<file path="src/rtl/score_display_ctrl_pkg.sv">
// -----------------------------------------------------------------------------
// score_display_ctrl_pkg
// Shared definitions for the score display path:
//   - blank code and digit count used by the display multiplexer
//   - active-low one-hot anode select constants (bit0 = units digit)
//   - conversion FSM state encoding
//   - helper functions: double-dabble step, leading-zero blanking,
//     anode decode and digit selection
// -----------------------------------------------------------------------------
package score_display_ctrl_pkg;

    localparam logic [3:0] BLANK_CODE = 4'hF;
    localparam int         NUM_DIGITS = 4;

    localparam logic [3:0] SEL_D0 = 4'b1110;
    localparam logic [3:0] SEL_D1 = 4'b1101;
    localparam logic [3:0] SEL_D2 = 4'b1011;
    localparam logic [3:0] SEL_D3 = 4'b0111;

    typedef enum logic [1:0] {
        ST_IDLE = 2'd0,
        ST_CONV = 2'd1,
        ST_DONE = 2'd2
    } conv_state_e;

    // One double-dabble iteration: correct every nibble >= 5, then shift in
    // the next binary bit at the LSB.
    function automatic logic [15:0] dd_step(input logic [15:0] acc,
                                            input logic        bit_in);
        logic [15:0] adj;
        adj = acc;
        for (int i = 0; i < NUM_DIGITS; i++) begin
            if (acc[4*i +: 4] >= 4'd5) begin
                adj[4*i +: 4] = acc[4*i +: 4] + 4'd3;
            end
        end
        return {adj[14:0], bit_in};
    endfunction

    // Replace leading zero digits with the blank code; the units digit is
    // always kept so that a value of zero still shows "0".
    function automatic logic [15:0] blank_lz(input logic [15:0] d);
        logic [15:0] r;
        r = d;
        if (d[15:12] == 4'd0) r[15:12] = BLANK_CODE;
        if (d[15:8]  == 8'd0) r[11:8]  = BLANK_CODE;
        if (d[15:4]  == 12'd0) r[7:4]  = BLANK_CODE;
        return r;
    endfunction

    function automatic logic [3:0] anode_sel(input logic [1:0] slot);
        logic [3:0] r;
        case (slot)
            2'd0:    r = SEL_D0;
            2'd1:    r = SEL_D1;
            2'd2:    r = SEL_D2;
            default: r = SEL_D3;
        endcase
        return r;
    endfunction

    function automatic logic [3:0] digit_pick(input logic [15:0] d,
                                              input logic [1:0]  slot);
        logic [3:0] r;
        case (slot)
            2'd0:    r = d[3:0];
            2'd1:    r = d[7:4];
            2'd2:    r = d[11:8];
            default: r = d[15:12];
        endcase
        return r;
    endfunction

endpackage

</file>
<file path="src/rtl/score_display_ctrl_bin2bcd_seq.sv">
// -----------------------------------------------------------------------------
// bin2bcd_seq
// Sequential double-dabble converter, one bit per clock.
// Ports:
//   clk      in   system clock, rising edge
//   rst_n    in   synchronous active-low reset
//   start_i  in   launch a conversion (accepted in IDLE, or in DONE as restart)
//   bin_i    in   binary value, saturated to MAX_DISP when latched
//   busy_o   out  high from the accepting edge until the DONE edge that
//                 does not restart
//   done_o   out  high for the single DONE cycle; bcd_o is final then
//   bcd_o    out  4-digit BCD accumulator
// -----------------------------------------------------------------------------
module bin2bcd_seq
    import score_display_ctrl_pkg::*;
#(
    parameter int BIN_W    = 14,
    parameter int MAX_DISP = 9999
) (
    input  logic             clk,
    input  logic             rst_n,
    input  logic             start_i,
    input  logic [BIN_W-1:0] bin_i,
    output logic             busy_o,
    output logic             done_o,
    output logic [15:0]      bcd_o
);

    localparam int               ITER_W    = (BIN_W > 2) ? $clog2(BIN_W) : 1;
    localparam logic [ITER_W-1:0] LAST_ITER = ITER_W'(BIN_W - 1);
    localparam logic [BIN_W-1:0]  MAX_BIN   = BIN_W'(MAX_DISP);

    conv_state_e       state_q;
    logic [BIN_W-1:0]  bin_q;
    logic [15:0]       acc_q;
    logic [ITER_W-1:0] iter_q;
    logic              busy_q;
    logic              done_q;

    function automatic logic [BIN_W-1:0] sat(input logic [BIN_W-1:0] v);
        return (v > MAX_BIN) ? MAX_BIN : v;
    endfunction

    always_ff @(posedge clk) begin
        if (!rst_n) begin
            state_q <= ST_IDLE;
            busy_q  <= 1'b0;
            done_q  <= 1'b0;
            iter_q  <= '0;
            acc_q   <= '0;
            bin_q   <= '0;
        end else begin
            done_q <= 1'b0;
            unique case (state_q)
                ST_IDLE: begin
                    if (start_i) begin
                        bin_q   <= sat(bin_i);
                        acc_q   <= '0;
                        iter_q  <= '0;
                        busy_q  <= 1'b1;
                        state_q <= ST_CONV;
                    end
                end
                ST_CONV: begin
                    acc_q  <= dd_step(acc_q, bin_q[BIN_W-1]);
                    bin_q  <= {bin_q[BIN_W-2:0], 1'b0};
                    iter_q <= iter_q + 1'b1;
                    if (iter_q == LAST_ITER) begin
                        state_q <= ST_DONE;
                        done_q  <= 1'b1;
                    end
                end
                ST_DONE: begin
                    // A queued value restarts straight away so busy never dips.
                    if (start_i) begin
                        bin_q   <= sat(bin_i);
                        acc_q   <= '0;
                        iter_q  <= '0;
                        state_q <= ST_CONV;
                    end else begin
                        busy_q  <= 1'b0;
                        state_q <= ST_IDLE;
                    end
                end
                default: begin
                    busy_q  <= 1'b0;
                    state_q <= ST_IDLE;
                end
            endcase
        end
    end

    assign busy_o = busy_q;
    assign done_o = done_q;
    assign bcd_o  = acc_q;

endmodule

</file>
<file path="src/rtl/score_display_ctrl.sv">
// -----------------------------------------------------------------------------
// score_display_ctrl
// Converts a binary score to 4 BCD digits, blanks leading zeros and scans
// the digits onto a shared 4-bit digit bus with active-low anode selects.
// Ports:
//   clk        in   system clock, rising edge
//   rst_n      in   synchronous active-low reset
//   score      in   binary score (saturated to MAX_DISP for display)
//   score_vld  in   one-cycle load strobe for score
//   busy       out  conversion in progress
//   digit_out  out  BCD digit of the current slot, 4'hF = blank
//   ssd_ctl    out  active-low one-hot anode select, bit0 = units digit
// -----------------------------------------------------------------------------
module score_display_ctrl
    import score_display_ctrl_pkg::*;
#(
    parameter int BIN_W    = 14,
    parameter int SCAN_DIV = 50000,
    parameter int MAX_DISP = 9999
) (
    input  logic             clk,
    input  logic             rst_n,
    input  logic [BIN_W-1:0] score,
    input  logic             score_vld,
    output logic             busy,
    output logic [3:0]       digit_out,
    output logic [3:0]       ssd_ctl
);

    localparam int               CNT_W    = (SCAN_DIV > 2) ? $clog2(SCAN_DIV) : 1;
    localparam logic [CNT_W-1:0] CNT_LAST = CNT_W'(SCAN_DIV - 1);

    logic             conv_start;
    logic [BIN_W-1:0] conv_bin;
    logic             conv_busy;
    logic             conv_done;
    logic [15:0]      conv_bcd;

    logic             pend_vld_q, pend_vld_d;
    logic [BIN_W-1:0] pend_val_q, pend_val_d;
    logic [15:0]      disp_q,     disp_d;
    logic [CNT_W-1:0] cnt_q,      cnt_d;
    logic [1:0]       slot_q,     slot_d;
    logic [3:0]       ssd_ctl_q,  ssd_ctl_d;
    logic [3:0]       digit_q,    digit_d;

    // A fresh strobe while idle goes straight in; otherwise the pending value
    // launches once the engine is idle or in its DONE cycle.
    always_comb begin
        conv_start = (score_vld && !conv_busy) ||
                     (pend_vld_q && (!conv_busy || conv_done));
        conv_bin   = (score_vld && !conv_busy) ? score : pend_val_q;
    end

    bin2bcd_seq #(
        .BIN_W    (BIN_W),
        .MAX_DISP (MAX_DISP)
    ) u_conv (
        .clk     (clk),
        .rst_n   (rst_n),
        .start_i (conv_start),
        .bin_i   (conv_bin),
        .busy_o  (conv_busy),
        .done_o  (conv_done),
        .bcd_o   (conv_bcd)
    );

    // Single-entry pending slot: latest strobe while busy wins. Busy is
    // still high in the DONE cycle, so a strobe there is queued as well.
    always_comb begin
        pend_vld_d = pend_vld_q;
        pend_val_d = pend_val_q;
        if (score_vld && conv_busy) begin
            pend_vld_d = 1'b1;
            pend_val_d = score;
        end else if (conv_start) begin
            pend_vld_d = 1'b0;
        end
    end

    always_comb begin
        disp_d = conv_done ? conv_bcd : disp_q;
    end

    // Scan divider and slot rotation; outputs are built from the next slot
    // so anode and digit registers always change together.
    always_comb begin
        if (cnt_q == CNT_LAST) begin
            cnt_d  = '0;
            slot_d = slot_q + 2'd1;
        end else begin
            cnt_d  = cnt_q + 1'b1;
            slot_d = slot_q;
        end
        ssd_ctl_d = anode_sel(slot_d);
        digit_d   = digit_pick(blank_lz(disp_q), slot_d);
    end

    always_ff @(posedge clk) begin
        if (!rst_n) begin
            pend_vld_q <= 1'b0;
            pend_val_q <= '0;
            disp_q     <= '0;
            cnt_q      <= '0;
            slot_q     <= 2'd0;
            ssd_ctl_q  <= SEL_D0;
            digit_q    <= 4'd0;
        end else begin
            pend_vld_q <= pend_vld_d;
            pend_val_q <= pend_val_d;
            disp_q     <= disp_d;
            cnt_q      <= cnt_d;
            slot_q     <= slot_d;
            ssd_ctl_q  <= ssd_ctl_d;
            digit_q    <= digit_d;
        end
    end

    assign busy      = conv_busy;
    assign digit_out = digit_q;
    assign ssd_ctl   = ssd_ctl_q;

endmodule

</file>
<file path="config.mk">
export PLATFORM = sky130hd
export DESIGN_NAME = score_display_ctrl
export DESIGN_NICKNAME = d
export VERILOG_FILES = /design/src/rtl/score_display_ctrl_pkg.sv /design/src/rtl/score_display_ctrl_bin2bcd_seq.sv /design/src/rtl/score_display_ctrl.sv
export SDC_FILE = /design/constraint.sdc
export NUM_CORES = 1
export LEC_CHECK = 0
export CORE_MARGIN = 1
export CORE_UTILIZATION = 50
export CTS_BUF_LIST = sky130_fd_sc_hd__clkbuf_4
export CTS_CLUSTER_DIAMETER = 120
export DETAILED_ROUTE_END_ITERATION = 8
export DONT_BUFFER_PORTS = 1
export GPL_TIMING_DRIVEN = 0
export HOLD_SLACK_MARGIN = 0.03
export MAX_ROUTING_LAYER = met4
export PLACE_DENSITY = 0.74
export SLEW_MARGIN = 10
export SYNTH_ARGS = -nofsm -noshare
export SYNTH_HDL_FRONTEND = slang
export SYNTH_SLANG_ARGS = --single-unit
export TNS_END_PERCENT = 20
</file>
<file path="constraint.sdc">
create_clock -name clk -period 2.6 [get_ports clk]
set_clock_uncertainty 0.15 [all_clocks]
set_input_delay 0.13 -clock clk [delete_from_list [all_inputs] [get_ports clk]]
set_output_delay 0.13 -clock clk [all_outputs]
set_load 0.05 [all_outputs]
</file>
==> results of run 1 <==
flip-flops by register name (all words and copies together) (netlist names), 2 cells and up:
signal and flops:
cnt_q 16, disp_q 16, u_conv.bcd_o 16, pend_val_q 14, u_conv.bin_q 14, digit_out 4
ssd_ctl 4, u_conv.iter_q 4, slot_q 2, u_conv.state_q 2
critical path, delay by kind of cell, from the launching register on:
family | cells | cell delay, ps
buffers and inverters | 1 | 420
and+or+nand+nor | 1 | 180
DFF | 1 | 800
AOI/OAI and AO/OA | 3 | 750
stage by stage:
stage               hold WS [ps]  cells
finish                       164    652
CTS                          147    652
global route                 159    652
detailed placement           114    617
global placement             110    617
floorplan                   97.4    512
where the power goes:
group	total [µW]	internal [µW]	switching [µW]
Sequential	1550	1510	45.7
Clock	700	203	496
Combinational	333	118	215
cell families (layout without fill, tap and decap cells):
| kind of cell | after synthesis | count (layout) |
|---|---|---|
| AND/OR/NAND/NOR | 201 | 201 |
| AO/OA/AOI/OAI | 106 | 106 |
| flip-flops | 95 | 95 |
| buffers and inverters | 44 | 79 |
| multiplexers | 36 | 36 |
| XOR/XNOR | 19 | 19 |
| adder cells (fa/ha/maj) | 11 | 11 |
worst max-delay path by stage:
| stage | start | endpoint | slack, ps | cells past startpoint |
|---|---|---|---|---|
| 2_1_floorplan | u_conv.busy_o$_SDFFE_PN0P_ | u_conv.bin_q[5]$_SDFFE_PN0P_ | 600 | 7 |
| 5_1_grt | u_conv.busy_o$_SDFFE_PN0P_ | u_conv.bin_q[6]$_SDFFE_PN0P_ | 30 | 7 |
| 6_report | u_conv.busy_o$_SDFFE_PN0P_ | u_conv.bin_q[12]$_SDFFE_PN0P_ | 200 | 5 |
| 3_3_place_gp | u_conv.busy_o$_SDFFE_PN0P_ | u_conv.bin_q[11]$_SDFFE_PN0P_ | 310 | 5 |
| 4_1_cts | u_conv.busy_o$_SDFFE_PN0P_ | u_conv.bin_q[12]$_SDFFE_PN0P_ | 230 | 5 |
| 3_5_place_dp | u_conv.busy_o$_SDFFE_PN0P_ | u_conv.bin_q[12]$_SDFFE_PN0P_ | 250 | 5 |
area by class of cell:
type / instances / area [µm²]
multi-input combinational: 373 / 2310
inverter: 15 / 56.3
fill: 794 / 3520
clock buffer: 10 / 75.1
tap: 105 / 131
sequential: 95 / 1900
buffer: 29 / 116
timing repair buffer: 19 / 190
clock inverter: 6 / 36.3
cells in the final DEF, fill, tap and decap left out, drive strengths merged, types with 2 or more instances in the layout:
master and n:
a2111oi 2, a211oi 10, a21o 2, a21oi 40, a221oi 2, a31oi 10, and2 6, and3 2
and4 3, and4bb 2, buf 7, clkbuf 32, clkinv 4, clkinvlp 2, dfxtp 95, dlygate4sd3 19
ha 11, inv 15, mux2 7, mux2i 29, nand2 61, nand2b 7, nand3 24, nand4 5
nor2 52, nor2b 4, nor3 23, nor4 3, o211a 3, o21ai 28, o21bai 2, o32ai 3
or3 5, or4 2, xnor2 11, xor2 8
cell usage after synthesis, types with 4 or more instances:
| library cell | n |
|---|---|
| mux2_2 | 7 |
| mux2i_1 | 28 |
| xor2_1 | 8 |
| or3_1 | 5 |
| nand4_1 | 4 |
| and2_1 | 5 |
| dfxtp_1 | 95 |
| nor3_1 | 23 |
| nand2_1 | 61 |
| a31oi_1 | 10 |
| nor2b_1 | 4 |
| nor2_1 | 52 |
| nand2b_1 | 7 |
| nand3_1 | 24 |
| inv_1 | 14 |
| buf_2 | 6 |
| ha_1 | 11 |
| clkbuf_1 | 22 |
| a21oi_1 | 40 |
| a211oi_1 | 10 |
| xnor2_1 | 10 |
| o21ai_0 | 28 |
metal layers:
layer | GRT usage [%] | share of wire, % | vias to the layer above
met5 | - | 0 | -
met4 | 9.45 | 2.6 | 0
met3 | 5.50 | 4.2 | 27
met2 | 41.0 | 48 | 96
met1 | 30.0 | 45 | 1766
li1 | - | - | 1853
repair_timing:
| item | in CTS | in global routing |
|---|---|---|
| hold buffers | 19 | 0 |
| hold endpoints to repair | 33 | 0 |
| setup endpoints to repair | 0 | 0 |
==> impl_metrics.yaml, run 1 <==
logic_synthesis:
  ys_seq_area_share_pct: 43.4
  yosys.area_share.simple_pct: 22.4
  synth_seq_cells: 95
  synth_warnings: 0
  synthArstFlopShare_pct: 0
  synth_area_leaders: "dfxtp_1 43%, mux2i_1 6.4%, nand2_1 5.2%"
  synth_top_family_by_area: "simple AND/OR/NAND/NOR gates"
  netlist_instances: 512
  syn_area_per_cell_um2: 8.57
  synth_fa_ha_area_share_pct: 3.14
  synth_top_cell_area_share_pct: 43.4
  synth_edf_count: 0
  ys_types: 46
  syn_nets: 540
  synth_xor_area_share_pct: 4.22
  synth-compound-area-share_pct: 14.4
  synthesis.area_mm2: 0.00439
  synthMuxAreaShare_pct: 8.50
  synth_top_area_cell: "dfxtp_1"
  ys.flop_type: "dfxtp_1"
global_route:
  grt_pass1_vias: 3565
  grt_max_degree: 16
  gr-total-overflow: 0
  antenna_found_initial: 0
  grt_pass1_wl_um: 17000
  grt.total_usage_pct: 25.0
detailed_routing:
  wl_per_cell_um: 15.7
  drt-vias-per-instance: 5.74
  vias: 3742
  drc_errors: 0
  finalWirelength_um: 10200
  drtAntennaViolNets: 0
  dr.pass1.iters: 7
  drt_iter0_markers: 210
placement:
  dp_slack_ps: 245
  hpwl_um: 7210
  postPlaceCellArea_mm2: 0.00452
  place.gp.congestion: 0.863
  io_buffers: 0
layout:
  diodes: 0
  syn_to_final_growth_pct: 9.87
  drive_gt1_share_pct: 6.22
  nNetsFinal: 570
  stdcell_area_mm2: 0.00482
  utilization_pct: 57.8
worst_hold_path:
  hold_path_end: "u_conv.bcd_o[2]$_SDFFE_PN0P_"
  hp-class: "input port to flip-flop"
  holdPathStages: 5
  hp-start: "score_vld"
floorplanning:
  chipHeight_um: 95.7
  ios: 26
  die_area_mm2: 0.00915
  die_w_um: 95.7
  start_util_pct: 52.6
  core_area_mm2: 0.00834
  fp-row-count: 33
timing:
  hold_viol_final: 0
  max_freq_ghz: 0.417
  maxSlewHeadroom_pct: 53.1
  setup_viol: 0
  worstMarginPinSlew_ps: 703
  period_minus_slack_ps: 2400
  slew_viol_final: 0
  grt_setup_unrepaired: "no"
  post-route-period-util_pct: 92.2
  worst_slack_ps: 202
  fin_setup_tns_ps: 0
setup_path:
  slowest_delay_ps: 800
  r2r_start: "u_conv.busy_o$_SDFFE_PN0P_"
  path_cells: "o21bai_1, a21o_1, clkbuf_1, nand2_1, o211a_1"
  path_class: "flip-flop to flip-flop"
  cp.arrival_ps: 2590
  cp-start-kind: "flip-flop"
  r2r_slack_ps: 200
  crit_required_ps: 2790
  reg2reg_depth: 5
  worstReg2RegEnd: "u_conv.bin_q[12]$_SDFFE_PN0P_"
  slowest_stage: "dfxtp_1"
  cp_max_fo: 10
  crit_path_end_kind: "flip-flop"
cts:
  post_cts_buffers: 0
  cts_tree: "yes"
  cts.sinks: 95
  clockBufferDepth: 2
  root_buffer: "clkbuf_4"
  cts_resized: 0
  clk_pin_slew_worst_paths_ps: 150
  htree_num_levels: 3
  cts_made_buffers: 9
  clock_latency_ps: 450
power:
  power.leakage_uw: 0.00167
  p_per_area_mw_per_mm2: 537
  ir_drop_mv: 0.367
  power_uw: 2590
run:
  max_cap_violations: 0
status:
  status: "complete, no violations"
Note: power is estimated with default switching activity, not from simulation.
==> run 2, diff against run 1 <==
- ABC_AREA: unset -> 1
==> impl_metrics.yaml, run 2 <==
status:
  status: "complete, no violations"
global_route:
  grt_max_degree: 19
  antenna_found_initial: 0
  grt_pass1_vias: 3990
  gr-total-overflow: 0
  grt.total_usage_pct: 23.6
  grt_pass1_wl_um: 17700
detailed_routing:
  vias: 4191
  wl_per_cell_um: 13.4
  drt-vias-per-instance: 5.37
  dr.pass1.iters: 5
  finalWirelength_um: 10500
  drt_iter0_markers: 225
  drtAntennaViolNets: 0
  drc_errors: 0
layout:
  fillers: 768
  stdcell_count: 781
  diodes: 0
  nNetsFinal: 696
  final_cell_mix: "113 x nand2_1, 94 x dfxtp_1, 86 x inv_1"
  syn_to_final_growth_pct: 13.0
  layout_commonest_cell: "nand2_1"
  drive_gt1_share_pct: 8.92
setup_path:
  cp.arrival_ps: 2680
  crit_path_end_kind: "flip-flop"
  cp_max_fo: 10
  crit_required_ps: 2820
  cp-start-kind: "flip-flop"
  path_class: "flip-flop to flip-flop"
placement:
  hpwl_um: 7320
  io_buffers: 0
  dp_cells: 735
  place.gp.congestion: 0.897
timing:
  max_freq_ghz: 0.406
  fin_setup_tns_ps: 0
  hold_viol_final: 0
  timing.hold.ws_ps: 315
  post-route-period-util_pct: 94.7
  slew_viol_final: 0
  maxSlewHeadroom_pct: 60.4
  worstMarginPinSlew_ps: 593
  setup_viol: 0
  period_minus_slack_ps: 2460
  grt_setup_unrepaired: "no"
logic_synthesis:
  netlist_instances: 627
  synth_common_cells: "113 x nand2_1, 95 x dfxtp_1, 86 x inv_1"
  synth_top_cell_area_share_pct: 42.0
  synth_edf_count: 0
  ys_types: 40
  ys_seq_area_share_pct: 42.0
  syn_nets: 655
  yosysMostFrequentCell: "nand2_1"
  ys.flop_type: "dfxtp_1"
  synthArstFlopShare_pct: 0
  syn_area_per_cell_um2: 7.23
  synth_top_area_cell: "dfxtp_1"
  synth_seq_cells: 95
  synth_area_leaders: "dfxtp_1 42%, nand2_1 9.4%, inv_1 7.1%"
  synth_warnings: 0
  synthesis.area_mm2: 0.00453
cts:
  clock_latency_ps: 480
  cts.sinks: 95
  post_cts_buffers: 0
  clk_pin_slew_worst_paths_ps: 200
  htree_num_levels: 3
  cts_made_buffers: 9
  root_buffer: "clkbuf_4"
  clockBufferDepth: 2
  cts_tree: "yes"
run:
  max_cap_violations: 0
power:
  power_uw: 2800
  p_per_area_mw_per_mm2: 547
  power.leakage_uw: 0.00203
  ir_drop_mv: 0.290
floorplanning:
  die_w_um: 97.2
  chipHeight_um: 97.2
  core_area_mm2: 0.00876
  start_util_pct: 51.7
  ios: 26
  die_area_mm2: 0.00945
  fp-row-count: 34
worst_hold_path:
  hp-class: "flip-flop to flip-flop"
run 2: repair_timing:
item	in CTS	in global routing
gates resized for setup	0	1
endpoints found under the hold margin	49	0
setup endpoints to repair	0	3
hold buffers	30	0
run 2: kinds of logic (layout without fill, tap and decap cells):
logic type | count (synthesis) | after routing | share of synthesized area, %
AND/OR/NAND/NOR | 268 | 268 | 27.5
XOR/XNOR | 5 | 5 | 0.966
flip-flops | 95 | 95 | 42.0
multiplexers | 4 | 4 | 0.883
buffers and inverters | 112 | 158 | 10.2
AO/OA/AOI/OAI | 132 | 132 | 15.5
adder cells (fa/ha/maj) | 11 | 11 | 3.04
run 2: through the flow:
| stage | worst slack (ps) | instance area [µm²] | util [%] |
|---|---|---|---|
| finish | 139 | 5120 | 58.5 |
| global route | 75.2 | 5120 | 58.5 |
| CTS | 17.5 | 5120 | 58.5 |
| detailed placement | 378 | 4670 | 53.3 |
| global placement | 439 | 4670 | 53.3 |
| floorplan | 716 | 4530 | - |
run 2: report_power, final:
group | switching, µW | total, µW | leakage (µW) | internal, µW
Clock | 554 | 869 | 0.0000810 | 315
Combinational | 238 | 391 | 0.00117 | 153
Sequential | 33.0 | 1540 | 0.000771 | 1510
run 2: worst max-delay path, cell delays in order, from the launching register on:
cell and delay (ps):
dfxtp_2 590, nand2_1 220, inv_1 230, clkbuf_1 430
a21oi_1 140, dlygate4sd3_1 590
run 2: cell type report:
| cell class | instances | area, µm² | area share [%] |
|---|---|---|---|
| tap | 108 | 135 | 2.64 |
| timing repair buffer | 30 | 300 | 5.86 |
| clock inverter | 7 | 86.3 | 1.68 |
| inverter | 90 | 340 | 6.64 |
| buffer | 22 | 123 | 2.39 |
| clock buffer | 9 | 67.6 | 1.32 |
| sequential | 95 | 1900 | 37.1 |
| multi-input combinational | 420 | 2170 | 42.3 |
run 2: final timing paths:
path | startpoint | end | slack (ps) | cells after the start
max | u_conv.busy_o$_SDFFE_PN0P_ | pend_val_q[12]$_SDFFE_PN0P_ | 140 | 5
min | cnt_q[0]$_SDFF_PP0_ | cnt_q[0]$_SDFF_PP0_ | 310 | 1
max reg2reg | u_conv.busy_o$_SDFFE_PN0P_ | pend_val_q[12]$_SDFFE_PN0P_ | 140 | 5
min reg2reg | cnt_q[0]$_SDFF_PP0_ | cnt_q[0]$_SDFF_PP0_ | 310 | 1
run 2: metal layers:
layer / GRT usage, % / wire [µm] / vias to the layer above
li1: - / - / 2116
met1: 27.5 / 4710 / 1956
met2: 40.5 / 5250 / 101
met3: 4.39 / 376 / 18
met4: 8.48 / 148 / 0
met5: - / 0 / -
==> run 3, diff against run 2 <==
- RECOVER_POWER: unset -> 50
==> impl_metrics.yaml, run 3 (synthesized netlist as in run 2, its figures left out) <==
status:
  status: "complete, no violations"
placement:
  place.gp.congestion: 0.897
  dp_cells: 735
  hpwl_um: 7320
  postPlaceCellArea_mm2: 0.00467
  io_buffers: 0
worst_hold_path:
  hp-start: "u_conv.state_q[1]$_SDFFE_PN0P_"
  holdPathStages: 1
  hold_path_end: "u_conv.busy_o$_SDFFE_PN0P_"
  hp-class: "flip-flop to flip-flop"
global_route:
  grt_pass1_wl_um: 17700
  grt.total_usage_pct: 23.6
  gr-total-overflow: 0
  antenna_found_initial: 0
  grt_pass1_vias: 3990
  grt_max_degree: 19
floorplanning:
  die_area_mm2: 0.00945
  ios: 26
  die_w_um: 97.2
  chipHeight_um: 97.2
  start_util_pct: 51.7
  core_area_mm2: 0.00876
  fp-row-count: 34
layout:
  stdcell_area_mm2: 0.00508
  diodes: 0
  syn_to_final_growth_pct: 12.1
  stdcell_count: 781
  nNetsFinal: 696
  drive_gt1_share_pct: 7.13
  final_cell_mix: "119 x nand2_1, 94 x dfxtp_1, 88 x inv_1"
  layout_commonest_cell: "nand2_1"
  fillers: 778
setup_path:
  crit_required_ps: 2820
  slowest_stage: "dfxtp_2"
  cp-start-kind: "flip-flop"
  path_class: "flip-flop to flip-flop"
  worstReg2RegEnd: "pend_val_q[12]$_SDFFE_PN0P_"
  r2r_start: "u_conv.busy_o$_SDFFE_PN0P_"
  path_buf_inv: 3
  startpoint: "u_conv.busy_o$_SDFFE_PN0P_"
  cp_max_fo: 10
  r2r_slack_ps: 170
  slowest_delay_ps: 590
  cpLargestDelayFamily: "buffers and inverters"
  crit_path_end_kind: "flip-flop"
  path_cells: "nand2_1, inv_1, clkbuf_1, a21oi_1, dlygate4sd3_1"
  cp.arrival_ps: 2660
  reg2reg_depth: 5
detailed_routing:
  drt-vias-per-instance: 5.39
  wl_per_cell_um: 13.4
  dr.pass1.iters: 7
  finalWirelength_um: 10500
  drt_iter0_markers: 256
  drc_errors: 0
  vias: 4208
  drtAntennaViolNets: 0
timing:
  max_freq_ghz: 0.411
  setup_viol: 0
  worstMarginPinSlew_ps: 730
  maxSlewHeadroom_pct: 51.2
  hold_viol_final: 0
  post-route-period-util_pct: 93.6
  period_minus_slack_ps: 2430
  grt_setup_unrepaired: "no"
  timing.hold.ws_ps: 305
  slew_viol_final: 0
  fin_setup_tns_ps: 0
power:
  ir_drop_mv: 0.289
  p_per_area_mw_per_mm2: 549
  power.leakage_uw: 0.00202
  power_uw: 2790
cts:
  htree_num_levels: 3
  clk_pin_slew_worst_paths_ps: 190
  cts_made_buffers: 9
  cts_tree: "yes"
  root_buffer: "clkbuf_4"
  clock_latency_ps: 480
  cts.sinks: 95
  clockBufferDepth: 2
  post_cts_buffers: 0
run:
  max_cap_violations: 0
run 3: changes by cell type in the layout (fill, tap and decap cells not counted), sizes merged:
cell    delta
buf        -2
clkbuf     +2
run 3: metrics by stage:
stage	util, %	setup slack [ps]
after global placement	53.3	439
after global routing	58.0	75.2
after floorplan	-	716
after detailed placement	53.3	378
after CTS	58.5	17.5
final	58.0	166
run 3: worst max-delay path by stage:
stage,to,slack [ps],cells past startpoint
after global routing,pend_val_q[12]$_SDFFE_PN0P_,80,5
after detailed placement,u_conv.bin_q[12]$_SDFFE_PN0P_,380,11
final,pend_val_q[12]$_SDFFE_PN0P_,170,5
after CTS,pend_val_q[11]$_SDFFE_PN0P_,20,5
after global placement,u_conv.bin_q[12]$_SDFFE_PN0P_,440,11
after floorplan,u_conv.bin_q[10]$_SDFFE_PN0P_,720,11
run 3: timing repair:
| action | in CTS | in global routing |
|---|---|---|
| gates resized for setup | 0 | 1 |
| endpoints found under the hold margin | 49 | 0 |
| setup endpoints to repair | 0 | 3 |
| hold buffers | 30 | 0 |
run 3: routing by layer:
metal  global-route usage, %  part of all wire (%)
met1                    27.5                    44
met4                    8.48                   1.3
met5                       -                     0
met3                    4.39                   4.4
met2                    40.5                    50
run 3: area by class of cell:
type / instances / area (µm²) / share of cell area, %
multi-input combinational: 420 / 2130 / 42.0
sequential: 95 / 1900 / 37.5
inverter: 90 / 340 / 6.70
timing repair buffer: 30 / 300 / 5.91
tap: 108 / 135 / 2.66
buffer: 22 / 114 / 2.24
clock inverter: 7 / 86.3 / 1.70
clock buffer: 9 / 67.6 / 1.33
run 3: report_power, final:
part / total [µW] / switching, µW / internal, µW
registers: 1540 / 32.7 / 1510
clock network: 864 / 550 / 315
logic: 380 / 234 / 146
total: 2790 / 817 / 1970
